==> src/rtl/adc_spi_cfg_master_if.sv <==
// Command/response handshake between a register-access client and adc_spi_cfg_master.
// The master modport drives commands; the slave modport is the SPI initiator.
interface adc_spi_cfg_master_if;
    logic        cmd_valid;
    logic        cmd_ready;
    logic        cmd_rw;
    logic [1:0]  cmd_cs_mask;
    logic [12:0] cmd_addr;
    logic [7:0]  cmd_wdata;
    logic        rsp_valid;
    logic [7:0]  rsp_rdata;
    logic        rsp_err;
    logic        busy;

    modport master (
        output cmd_valid, cmd_rw, cmd_cs_mask, cmd_addr, cmd_wdata,
        input  cmd_ready, rsp_valid, rsp_rdata, rsp_err, busy
    );

    modport slave (
        input  cmd_valid, cmd_rw, cmd_cs_mask, cmd_addr, cmd_wdata,
        output cmd_ready, rsp_valid, rsp_rdata, rsp_err, busy
    );
endinterface

==> src/rtl/adc_spi_cfg_master.sv <==
// 3-wire SPI initiator for the ADC A/B configuration ports: one 24-bit single-byte
// register frame per accepted command, with a registered response pulse.
module adc_spi_cfg_master #(
    parameter int unsigned CLK_DIV = 4
) (
    input  logic                       SYS_CLK,
    input  logic                       RESET_N,
    adc_spi_cfg_master_if.slave        cmd_if,
    output logic                       spi_sclk,
    output logic                       spi_sdio_o,
    output logic                       spi_sdio_oe,
    input  logic                       spi_sdio_i,
    output logic                       spi_cs_a_n,
    output logic                       spi_cs_b_n
);

    typedef enum logic [2:0] {StIdle, StSetup, StBitHi, StBitLo, StHold, StGap} state_e;

    localparam logic [8:0] HalfMax = 9'(CLK_DIV - 1);
    localparam logic [8:0] GapMax  = 9'(2 * CLK_DIV - 1);

    state_e      state_q, state_d;
    logic [8:0]  cnt_q, cnt_d;
    logic [4:0]  bit_q, bit_d;
    logic [22:0] frame_q, frame_d;
    logic        rw_q, rw_d;
    logic [1:0]  cs_q, cs_d;
    logic [7:0]  rd_q, rd_d;

    logic        sclk_q, sclk_d;
    logic        sdio_o_q, sdio_o_d;
    logic        sdio_oe_q, sdio_oe_d;
    logic        cs_a_n_q, cs_a_n_d;
    logic        cs_b_n_q, cs_b_n_d;
    logic        busy_q, busy_d;
    logic        cmd_ready_q, cmd_ready_d;
    logic        rsp_valid_q, rsp_valid_d;
    logic        rsp_err_q, rsp_err_d;
    logic [7:0]  rsp_rdata_q, rsp_rdata_d;

    logic accept, illegal, half_done, hi_end, last_bit, frame_active;

    assign accept    = cmd_if.cmd_valid && cmd_ready_q;
    assign illegal   = (cmd_if.cmd_cs_mask == 2'b00) ||
                       (cmd_if.cmd_rw && (cmd_if.cmd_cs_mask == 2'b11));
    assign half_done = (cnt_q == HalfMax);
    assign last_bit  = (bit_q == 5'd23);
    assign hi_end    = (state_q == StBitHi) && half_done;

    always_ff @(posedge SYS_CLK) begin
        if (!RESET_N) state_q <= StIdle;
        else          state_q <= state_d;
    end

    // The falling edge of bit 23 coincides with CS release, so BIT_HI 23 exits straight to GAP.
    always_comb begin
        state_d = state_q;
        case (state_q)
            StIdle:  if (accept && !illegal) state_d = StSetup;
            StSetup: if (half_done) state_d = StBitHi;
            StBitHi: if (half_done) state_d = last_bit ? StGap : StBitLo;
            StBitLo: if (half_done) state_d = StBitHi;
            StHold:  state_d = StGap;
            StGap:   if (cnt_q == GapMax) state_d = StIdle;
            default: state_d = StIdle;
        endcase
    end

    always_comb begin
        cnt_d       = ((state_d != state_q) || (state_q == StIdle)) ? 9'd0 : cnt_q + 9'd1;
        bit_d       = bit_q;
        frame_d     = frame_q;
        rw_d        = rw_q;
        cs_d        = cs_q;
        rd_d        = rd_q;
        sdio_o_d    = sdio_o_q;
        sdio_oe_d   = sdio_oe_q;
        rsp_valid_d = 1'b0;
        rsp_err_d   = rsp_err_q;
        rsp_rdata_d = rsp_rdata_q;

        if (accept) begin
            rw_d    = cmd_if.cmd_rw;
            cs_d    = cmd_if.cmd_cs_mask;
            bit_d   = 5'd0;
            frame_d = {2'b00, cmd_if.cmd_addr, cmd_if.cmd_wdata};
            if (illegal) begin
                rsp_valid_d = 1'b1;
                rsp_err_d   = 1'b1;
                rsp_rdata_d = 8'h00;
            end else begin
                sdio_o_d  = cmd_if.cmd_rw;
                sdio_oe_d = 1'b1;
            end
        end

        if ((state_q == StBitLo) && half_done) bit_d = bit_q + 5'd1;

        if (hi_end) begin
            frame_d  = {frame_q[21:0], 1'b0};
            sdio_o_d = frame_q[22];
            // Turn the line around before the ADC starts driving the data byte.
            if (rw_q && (bit_q == 5'd15)) sdio_oe_d = 1'b0;
            if (last_bit) begin
                rsp_valid_d = 1'b1;
                rsp_err_d   = 1'b0;
                rsp_rdata_d = rw_q ? rd_q : 8'h00;
            end
        end

        if ((state_q == StBitHi) && (cnt_q == 9'd0) && bit_q[4]) rd_d = {rd_q[6:0], spi_sdio_i};

        frame_active = (state_d == StSetup) || (state_d == StBitHi) || (state_d == StBitLo);
        if (!frame_active) begin
            sdio_o_d  = 1'b0;
            sdio_oe_d = 1'b0;
        end

        sclk_d      = (state_d == StBitHi);
        cs_a_n_d    = !(frame_active && cs_d[0]);
        cs_b_n_d    = !(frame_active && cs_d[1]);
        busy_d      = (state_d != StIdle);
        cmd_ready_d = (state_d == StIdle) && !accept;
    end

    always_ff @(posedge SYS_CLK) begin
        if (!RESET_N) begin
            cnt_q       <= '0;
            bit_q       <= '0;
            frame_q     <= '0;
            rw_q        <= 1'b0;
            cs_q        <= 2'b00;
            rd_q        <= 8'h00;
            sclk_q      <= 1'b0;
            sdio_o_q    <= 1'b0;
            sdio_oe_q   <= 1'b0;
            cs_a_n_q    <= 1'b1;
            cs_b_n_q    <= 1'b1;
            busy_q      <= 1'b0;
            cmd_ready_q <= 1'b1;
            rsp_valid_q <= 1'b0;
            rsp_err_q   <= 1'b0;
            rsp_rdata_q <= 8'h00;
        end else begin
            cnt_q       <= cnt_d;
            bit_q       <= bit_d;
            frame_q     <= frame_d;
            rw_q        <= rw_d;
            cs_q        <= cs_d;
            rd_q        <= rd_d;
            sclk_q      <= sclk_d;
            sdio_o_q    <= sdio_o_d;
            sdio_oe_q   <= sdio_oe_d;
            cs_a_n_q    <= cs_a_n_d;
            cs_b_n_q    <= cs_b_n_d;
            busy_q      <= busy_d;
            cmd_ready_q <= cmd_ready_d;
            rsp_valid_q <= rsp_valid_d;
            rsp_err_q   <= rsp_err_d;
            rsp_rdata_q <= rsp_rdata_d;
        end
    end

    assign spi_sclk         = sclk_q;
    assign spi_sdio_o       = sdio_o_q;
    assign spi_sdio_oe      = sdio_oe_q;
    assign spi_cs_a_n       = cs_a_n_q;
    assign spi_cs_b_n       = cs_b_n_q;
    assign cmd_if.cmd_ready = cmd_ready_q;
    assign cmd_if.busy      = busy_q;
    assign cmd_if.rsp_valid = rsp_valid_q;
    assign cmd_if.rsp_err   = rsp_err_q;
    assign cmd_if.rsp_rdata = rsp_rdata_q;

endmodule

==> src/flat_wrapper.sv <==
// flat-port wrapper written by rule: the top's interface ports become plain ports
module adc_spi_cfg_master_flat 
#(
    parameter int unsigned CLK_DIV = 4
)
  (SYS_CLK, RESET_N, spi_sclk, spi_sdio_o, spi_sdio_oe, spi_sdio_i, spi_cs_a_n, spi_cs_b_n, cmd_if_cmd_valid, cmd_if_cmd_rw, cmd_if_cmd_cs_mask, cmd_if_cmd_addr, cmd_if_cmd_wdata, cmd_if_cmd_ready, cmd_if_rsp_valid, cmd_if_rsp_rdata, cmd_if_rsp_err, cmd_if_busy);
  adc_spi_cfg_master_if cmd_if_i ();
  input  logic SYS_CLK;
  input  logic RESET_N;
  output logic spi_sclk;
  output logic spi_sdio_o;
  output logic spi_sdio_oe;
  input  logic spi_sdio_i;
  output logic spi_cs_a_n;
  output logic spi_cs_b_n;
  input wire logic [$bits(cmd_if_i.cmd_valid)-1:0] cmd_if_cmd_valid;
  input wire logic [$bits(cmd_if_i.cmd_rw)-1:0] cmd_if_cmd_rw;
  input wire logic [$bits(cmd_if_i.cmd_cs_mask)-1:0] cmd_if_cmd_cs_mask;
  input wire logic [$bits(cmd_if_i.cmd_addr)-1:0] cmd_if_cmd_addr;
  input wire logic [$bits(cmd_if_i.cmd_wdata)-1:0] cmd_if_cmd_wdata;
  output wire logic [$bits(cmd_if_i.cmd_ready)-1:0] cmd_if_cmd_ready;
  output wire logic [$bits(cmd_if_i.rsp_valid)-1:0] cmd_if_rsp_valid;
  output wire logic [$bits(cmd_if_i.rsp_rdata)-1:0] cmd_if_rsp_rdata;
  output wire logic [$bits(cmd_if_i.rsp_err)-1:0] cmd_if_rsp_err;
  output wire logic [$bits(cmd_if_i.busy)-1:0] cmd_if_busy;
  assign cmd_if_i.cmd_valid = cmd_if_cmd_valid;
  assign cmd_if_i.cmd_rw = cmd_if_cmd_rw;
  assign cmd_if_i.cmd_cs_mask = cmd_if_cmd_cs_mask;
  assign cmd_if_i.cmd_addr = cmd_if_cmd_addr;
  assign cmd_if_i.cmd_wdata = cmd_if_cmd_wdata;
  assign cmd_if_cmd_ready = cmd_if_i.cmd_ready;
  assign cmd_if_rsp_valid = cmd_if_i.rsp_valid;
  assign cmd_if_rsp_rdata = cmd_if_i.rsp_rdata;
  assign cmd_if_rsp_err = cmd_if_i.rsp_err;
  assign cmd_if_busy = cmd_if_i.busy;
  adc_spi_cfg_master #(.CLK_DIV(CLK_DIV)) u_core (.SYS_CLK(SYS_CLK), .RESET_N(RESET_N), .cmd_if(cmd_if_i), .spi_sclk(spi_sclk), .spi_sdio_o(spi_sdio_o), .spi_sdio_oe(spi_sdio_oe), .spi_sdio_i(spi_sdio_i), .spi_cs_a_n(spi_cs_a_n), .spi_cs_b_n(spi_cs_b_n));
endmodule
==> config.mk <==
export PLATFORM = sky130hd
export DESIGN_NAME = adc_spi_cfg_master_flat
export DESIGN_NICKNAME = d
export VERILOG_FILES = /design/src/rtl/adc_spi_cfg_master_if.sv /design/src/rtl/adc_spi_cfg_master.sv /design/src/flat_wrapper.sv
export SDC_FILE = /design/constraint.sdc
export NUM_CORES = 1
export LEC_CHECK = 0
export ABC_AREA = 1
export BUFFER_PORTS_ARGS = -buffer_cell sky130_fd_sc_hd__buf_2
export CAP_MARGIN = 20
export CORE_ASPECT_RATIO = 0.8
export CORE_UTILIZATION = 40
export DETAILED_ROUTE_END_ITERATION = 16
export PLACE_DENSITY = 0.69
export SLEW_MARGIN = 40
export SYNTH_ARGS = -nofsm -noshare
export SYNTH_HDL_FRONTEND = slang
export SYNTH_SLANG_ARGS = --single-unit
==> constraint.sdc <==
create_clock -name SYS_CLK -period 2.6 [get_ports SYS_CLK]
set_clock_uncertainty 0.2 [all_clocks]
set_input_delay 0.52 -clock SYS_CLK [delete_from_list [all_inputs] [get_ports SYS_CLK]]
set_output_delay 0.52 -clock SYS_CLK [all_outputs]
set_load 0.005 [all_outputs]
# After elaboration in Yosys (flattened, before gate mapping)
# Index checks and enable logic that the tools add are counted.
# op_classes
add_sub_neg	2
mul	0
div_mod_pow	0
order_cmp	0
eq_ne	15
shift	0
muxes	31
n_bitwise	1
reduce_logical	31
# ops
cell	n
$mux 23	2
$mux 8	5
$mux 1	15
$mux 3	5
$pmux 3 s5	1
$eq 3x2->1 const B	4
$logic_and 1x1->1	11
$mux 5	2
$add 9x1->9 const B	1
$eq 9x2->1 const B	1
$eq 9x3->1 const B	1
$logic_not 9->1	1
$eq 3x1->1 const B	2
$eq 3x3->1 const B	2
$logic_not 3->1	2
$reduce_or 2->1	3
$add 5x1->5 const B	1
$eq 5x4->1 const B	1
$eq 5x5->1 const B	1
$logic_not 1->1	4
$logic_or 1x1->1	4
$reduce_and 2->1	2
$reduce_bool 2->1	2
$ne 3x3->1	1
6 further kinds	6
# totals
register_bits	68
latchBits	0
mem_bits_rw	0
mem_bits_ro	0
inputBits	28
out_inout_bits	17
wordCells	98
memories	0

# Longest topological paths before layout
# depth
word_depth	12
mapped_depth	12
mapped_depth_nobuf	12

# Worst setup path after synthesis
# No wires, ideal clock.
# synth_timing
path_kind	register -> register
from	register u_core.cnt_q[0]
to	register u_core.cnt_q[0]
setup_time_ns	0.073
arrival_ns	1.417
required_ns	2.327
slack_ns	0.909
stages_incl_launch_ff	10
n_path_buf	0
synth_period_minus_slack_ns	1.691
path_cell_list	dfxtp_1 -> ha_1 -> nand2_2 -> nor2_4 -> nand2_2 -> nand2_2 -> nand2_4 -> o21bai_4 -> nand2_4 -> nor3_2
# synth_between
elab_chain_cells	6
word_cells_on_any_way	10
cone_classes	add/sub (1); eq/ne (3); mux (4); reduce/logical (2)
# synth_rtl
item	line_no	source
start, declared	adc_spi_cfg_master.sv:23	logic [8:0] cnt_q, cnt_d;
start signal, assigned	adc_spi_cfg_master.sv:145	cnt_q <= cnt_d;
$eq 9x3->1 / $eq 9x2->1 (equally long branches)	adc_spi_cfg_master.sv:64, adc_spi_cfg_master.sv:46	
$mux 3 (on tied branches)	-	
$pmux 3 s5	adc_spi_cfg_master.sv:58	case (state_q)
$ne 3x3->1	adc_spi_cfg_master.sv:70	cnt_d = ((state_d != state_q) || (state_q == StIdle)) ? 9'd0 : cnt_q + 9'd1;
$logic_or 1x1->1	adc_spi_cfg_master.sv:70	
$reduce_or 2->1 (no line)	-	
# Parallel ways exist; a longest one is shown, timed or not.
# A chain may end at the register's enable or synchronous reset.

# Final worst setup path
# layout_timing
from	register u_core.cnt_q[0]
to	register u_core.sdio_oe_q, in the netlist u_core.spi_sdio_oe
# layout_between
elab_chain_cells	7
word_cells_on_any_way	14
cone_classes	eq/ne (5); mux (5); reduce/logical (4)
# layout_rtl
item	line_no	source
$eq 9x3->1 / $eq 9x2->1 (equally long branches)	adc_spi_cfg_master.sv:64, adc_spi_cfg_master.sv:46	
$mux 3 (on tied branches)	-	
$pmux 3 s5	adc_spi_cfg_master.sv:58	
$eq 3x1->1 / $eq 3x2->1 (equally long branches)	adc_spi_cfg_master.sv:113	frame_active = (state_d == StSetup) || (state_d == StBitHi) || (state_d == StBitLo);
$logic_or 1x1->1 (2 in a row)	adc_spi_cfg_master.sv:113	
$reduce_and 2->1 (no line)	-	
end signal, assigned	adc_spi_cfg_master.sv:153	sdio_oe_q <= sdio_oe_d;
end, declared	adc_spi_cfg_master.sv:32	logic sdio_oe_q, sdio_oe_d;
# Parallel ways exist; a longest one is shown, timed or not.

==> results.py <==
metrics = {
    "run_status": {
        "status": "completed",
    },
    "critical_path": {
        "ff2ff_path_depth": 9,
        "path_common_cell": "nand2_2",
        "slowest_delay_ps": 410,
        "path_cells": "ha_1 > nand2_2 > nor2_4 > nand2_2 > inv_2 > buf_4 > nand3_1 > o21ai_0 > nor2_1",
        "critPathMaxFanout": 22,
        "r2r_setup_slack_ps": 610,
        "r2r-start": "u_core.cnt_q[0]",
        "critPathSlowestCell": "dfxtp_1",
        "end_kind": "flip-flop",
        "crit_type": "flip-flop to flip-flop",
        "cp.arrival_ps": 2020,
        "cp_data_required_time_ps": 2630,
        "start_kind": "flip-flop",
        "r2r-end": "u_core.spi_sdio_oe",
    },
    "pwr": {
        "power.density_mw_per_mm2": 597,
        "total_leakage_power_nw": 1.40,
        "worst_ir_drop_vdd_mv": 0.329,
    },
    "yosys": {
        "synth_top_cell_by_area": "dfxtp_1",
        "synth_seq_area_share_pct": 43.9,
        "synthCells": 396,
        "syn-num-nets": 428,
        "synth_top_area_share_pct": 43.9,
        "synth_common_cells": "nand2_1 (92), dfxtp_1 (68), nor2_1 (38)",
        "yosys-top-cells-area": "dfxtp_1 (44%), nand2_1 (11%), nand3_1 (5.3%)",
        "synth_edf_count": 0,
        "syn_area_per_cell_um2": 7.82,
        "async_flop_share_pct": 0,
        "yosys_warnings": 0,
        "yosysMostFrequentCell": "nand2_1",
        "dominantRegCellSynth": "dfxtp_1",
        "synth.distinct_cells": 36,
        "ys_seq_elements": 68,
        "syn_area_mm2": 0.00310,
    },
    "hold_path": {
        "whs_endpoint": "u_core.rd_q[0]",
        "min_from": "spi_sdio_i",
        "hold_class": "primary input to flip-flop",
        "min_path_cells": 3,
    },
    "clock_tree": {
        "path_clk_slew_ps": 70,
        "cts_tree": "done",
        "post_cts_buffers": 0,
        "cts.sinks": 68,
        "clkLatencyLatePin_ps": 350,
        "cts.htree.levels": 3,
        "cts_made_buffers": 9,
        "cts-resized-gates": 0,
        "ctsHoldBuffers": 0,
        "root_buffer": "clkbuf_8",
        "cts_buffer_depth": 2,
    },
    "timing": {
        "setup_viol": 0,
        "hold_viol": 0,
        "slew_viol_final": 0,
        "fin_setup_tns_ps": 0,
        "worst_slack_ps": 614,
        "slew_headroom_pct": 67.1,
        "max_freq_ghz": 0.503,
        "period_share_pct": 76.4,
        "grt_setup_unrepaired": "no",
        "tightest_slew_ps": 493,
        "min_period_ps": 1990,
    },
    "global_route": {
        "grt_use_total_pct": 18.4,
        "antenna_found_initial": 0,
        "grt_pass1_wl_mm": 11.5,
        "grt_remaining_overflow": 0,
        "first_global_vias": 2451,
        "grt_start_max_net_pins": 41,
    },
    "placed_design": {
        "gp_congestion": 0.804,
        "port_buffers": 44,
        "pre_cts_slack_ps": 299,
        "placed_cells": 534,
        "post-dp-hpwl_mm": 4.73,
    },
    "cells_and_area": {
        "synthToLayoutAreaGrowth_pct": 15.7,
        "antenna_cells": 0,
        "layout.cells.non_filler": 550,
        "layout.nets": 472,
        "drive_above_1_share_pct": 24.7,
    },
    "detailed_routing": {
        "drt_wl_total_mm": 6.74,
        "via_count": 2637,
        "vias_per_cell": 4.79,
        "ant_nets": 0,
        "drc": 0,
        "drtPass1Iterations": 4,
        "dr.first_iter.drc_count": 107,
        "wire_per_inst_um": 12.3,
    },
    "floorplan": {
        "initial_core_util_pct": 41.5,
        "die_h_um": 80.7,
        "core_mm2": 0.00746,
        "boundaryPins": 45,
        "rows": 28,
        "dieWidth_um": 100,
        "dieArea_mm2": 0.00810,
    },
    "job": {
        "maxCapViolCount": 0,
    },
}
## worst max path at each step
stage                                 from                  to
after detailed placement  cmd_if_cmd_valid  u_core.frame_q[13]
final                      u_core.cnt_q[0]  u_core.spi_sdio_oe
after floorplan            u_core.cnt_q[0]     u_core.cnt_q[0]
after global placement    cmd_if_cmd_valid   u_core.frame_q[8]
after CTS                  u_core.cnt_q[0]  u_core.frame_q[13]
after global routing       u_core.cnt_q[0]     u_core.cnt_q[5]
## final cells by class
cell class	instances	area, µm²
Fill cell	731	3880
Clock inverter	5	52.6
Sequential cell	68	1360
Multi-Input combinational cell	277	1520
Clock buffer	11	131
Timing Repair Buffer	49	258
Tap cell	105	131
Inverter	35	133
## per-stage QoR
stage               power, mW  hold WS, ps  utilization, %  cell area (µm²)
finish                   2.14          235            48.0             3580
floorplan                1.26          238               -             3100
global placement         1.32          231            45.5             3390
CTS                      2.15          223            48.0             3580
global route             2.22          256            48.0             3580
detailed placement       1.32          249            45.5             3390
## power breakdown
group	total, mW	internal [mW]	leakage, nW	switching [mW]
clock	0.840	0.439	0.0931	0.401
sequential	1.10	1.08	0.553	0.0217
combinational	0.199	0.0748	0.752	0.124
total	2.14	1.59	1.40	0.547
## registers in the layout, indices dropped and copies added, names as in the netlist
signal	cells
u_core.cmd_if.busy	1
u_core.cmd_if.rsp_valid	1
u_core.cmd_if.cmd_ready	1
u_core.rw_q	1
u_core.cnt_q	9
u_core.cs_q	2
u_core.spi_cs_b_n	1
u_core.cmd_if.rsp_rdata	8
u_core.spi_sclk	1
u_core.state_q	3
u_core.spi_sdio_o	1
u_core.bit_q	5
u_core.cmd_if.rsp_err	1
u_core.spi_sdio_oe	1
u_core.spi_cs_a_n	1
u_core.rd_q	8
u_core.frame_q	23
## cell usage in the layout (no fill, tap or decap)
master,count
a31oi_1,20
o21ai_0,16
nor2_1,38
nor4_1,1
bufinv_16,1
xor2_1,6
nand3_4,3
dfxtp_1,68
o21ai_1,1
o21bai_4,1
and2_4,1
nand4_1,2
buf_4,5
nor3_1,1
o22ai_1,1
inv_1,28
nor2_4,4
a21oi_1,19
o21bai_1,1
clkinv_2,4
xnor2_1,1
nand2_2,10
nand3_2,2
nor4_2,1
clkinvlp_4,1
inv_2,5
nand2_4,3
clkbuf_8,9
nor3_2,11
nand2_1,92
nand3_1,33
buf_2,44
nor2_8,1
clkbuf_1,2
ha_1,4
clkinv_1,1
nor2_2,4
## worst max-delay path, delay by kind of cell, from the launching register on
kind	cells	cell delay, ps
compound gates	1	100
fa+ha+maj	1	240
buf+inv	2	330
flops	1	410
simple gates	5	590
## layer usage
metal  vias up  wire length, µm  global-route usage (%)
met2        37             2990                    27.9
met1      1210             3410                    24.2
met5         -                0                       0
li1       1379                -                       -
met3        11              257                    5.83
met4         0               93                    7.10
## cell families after synthesis
group           after synthesis  synth area share (%)
compound gates               59                  10.9
buf+inv                      51                  7.27
simple gates                207                  34.3
flops                        68                  43.9
xor+xnor                      7                  1.98
fa+ha+maj                     4                  1.62
Power figures use the tool's default switching activity.
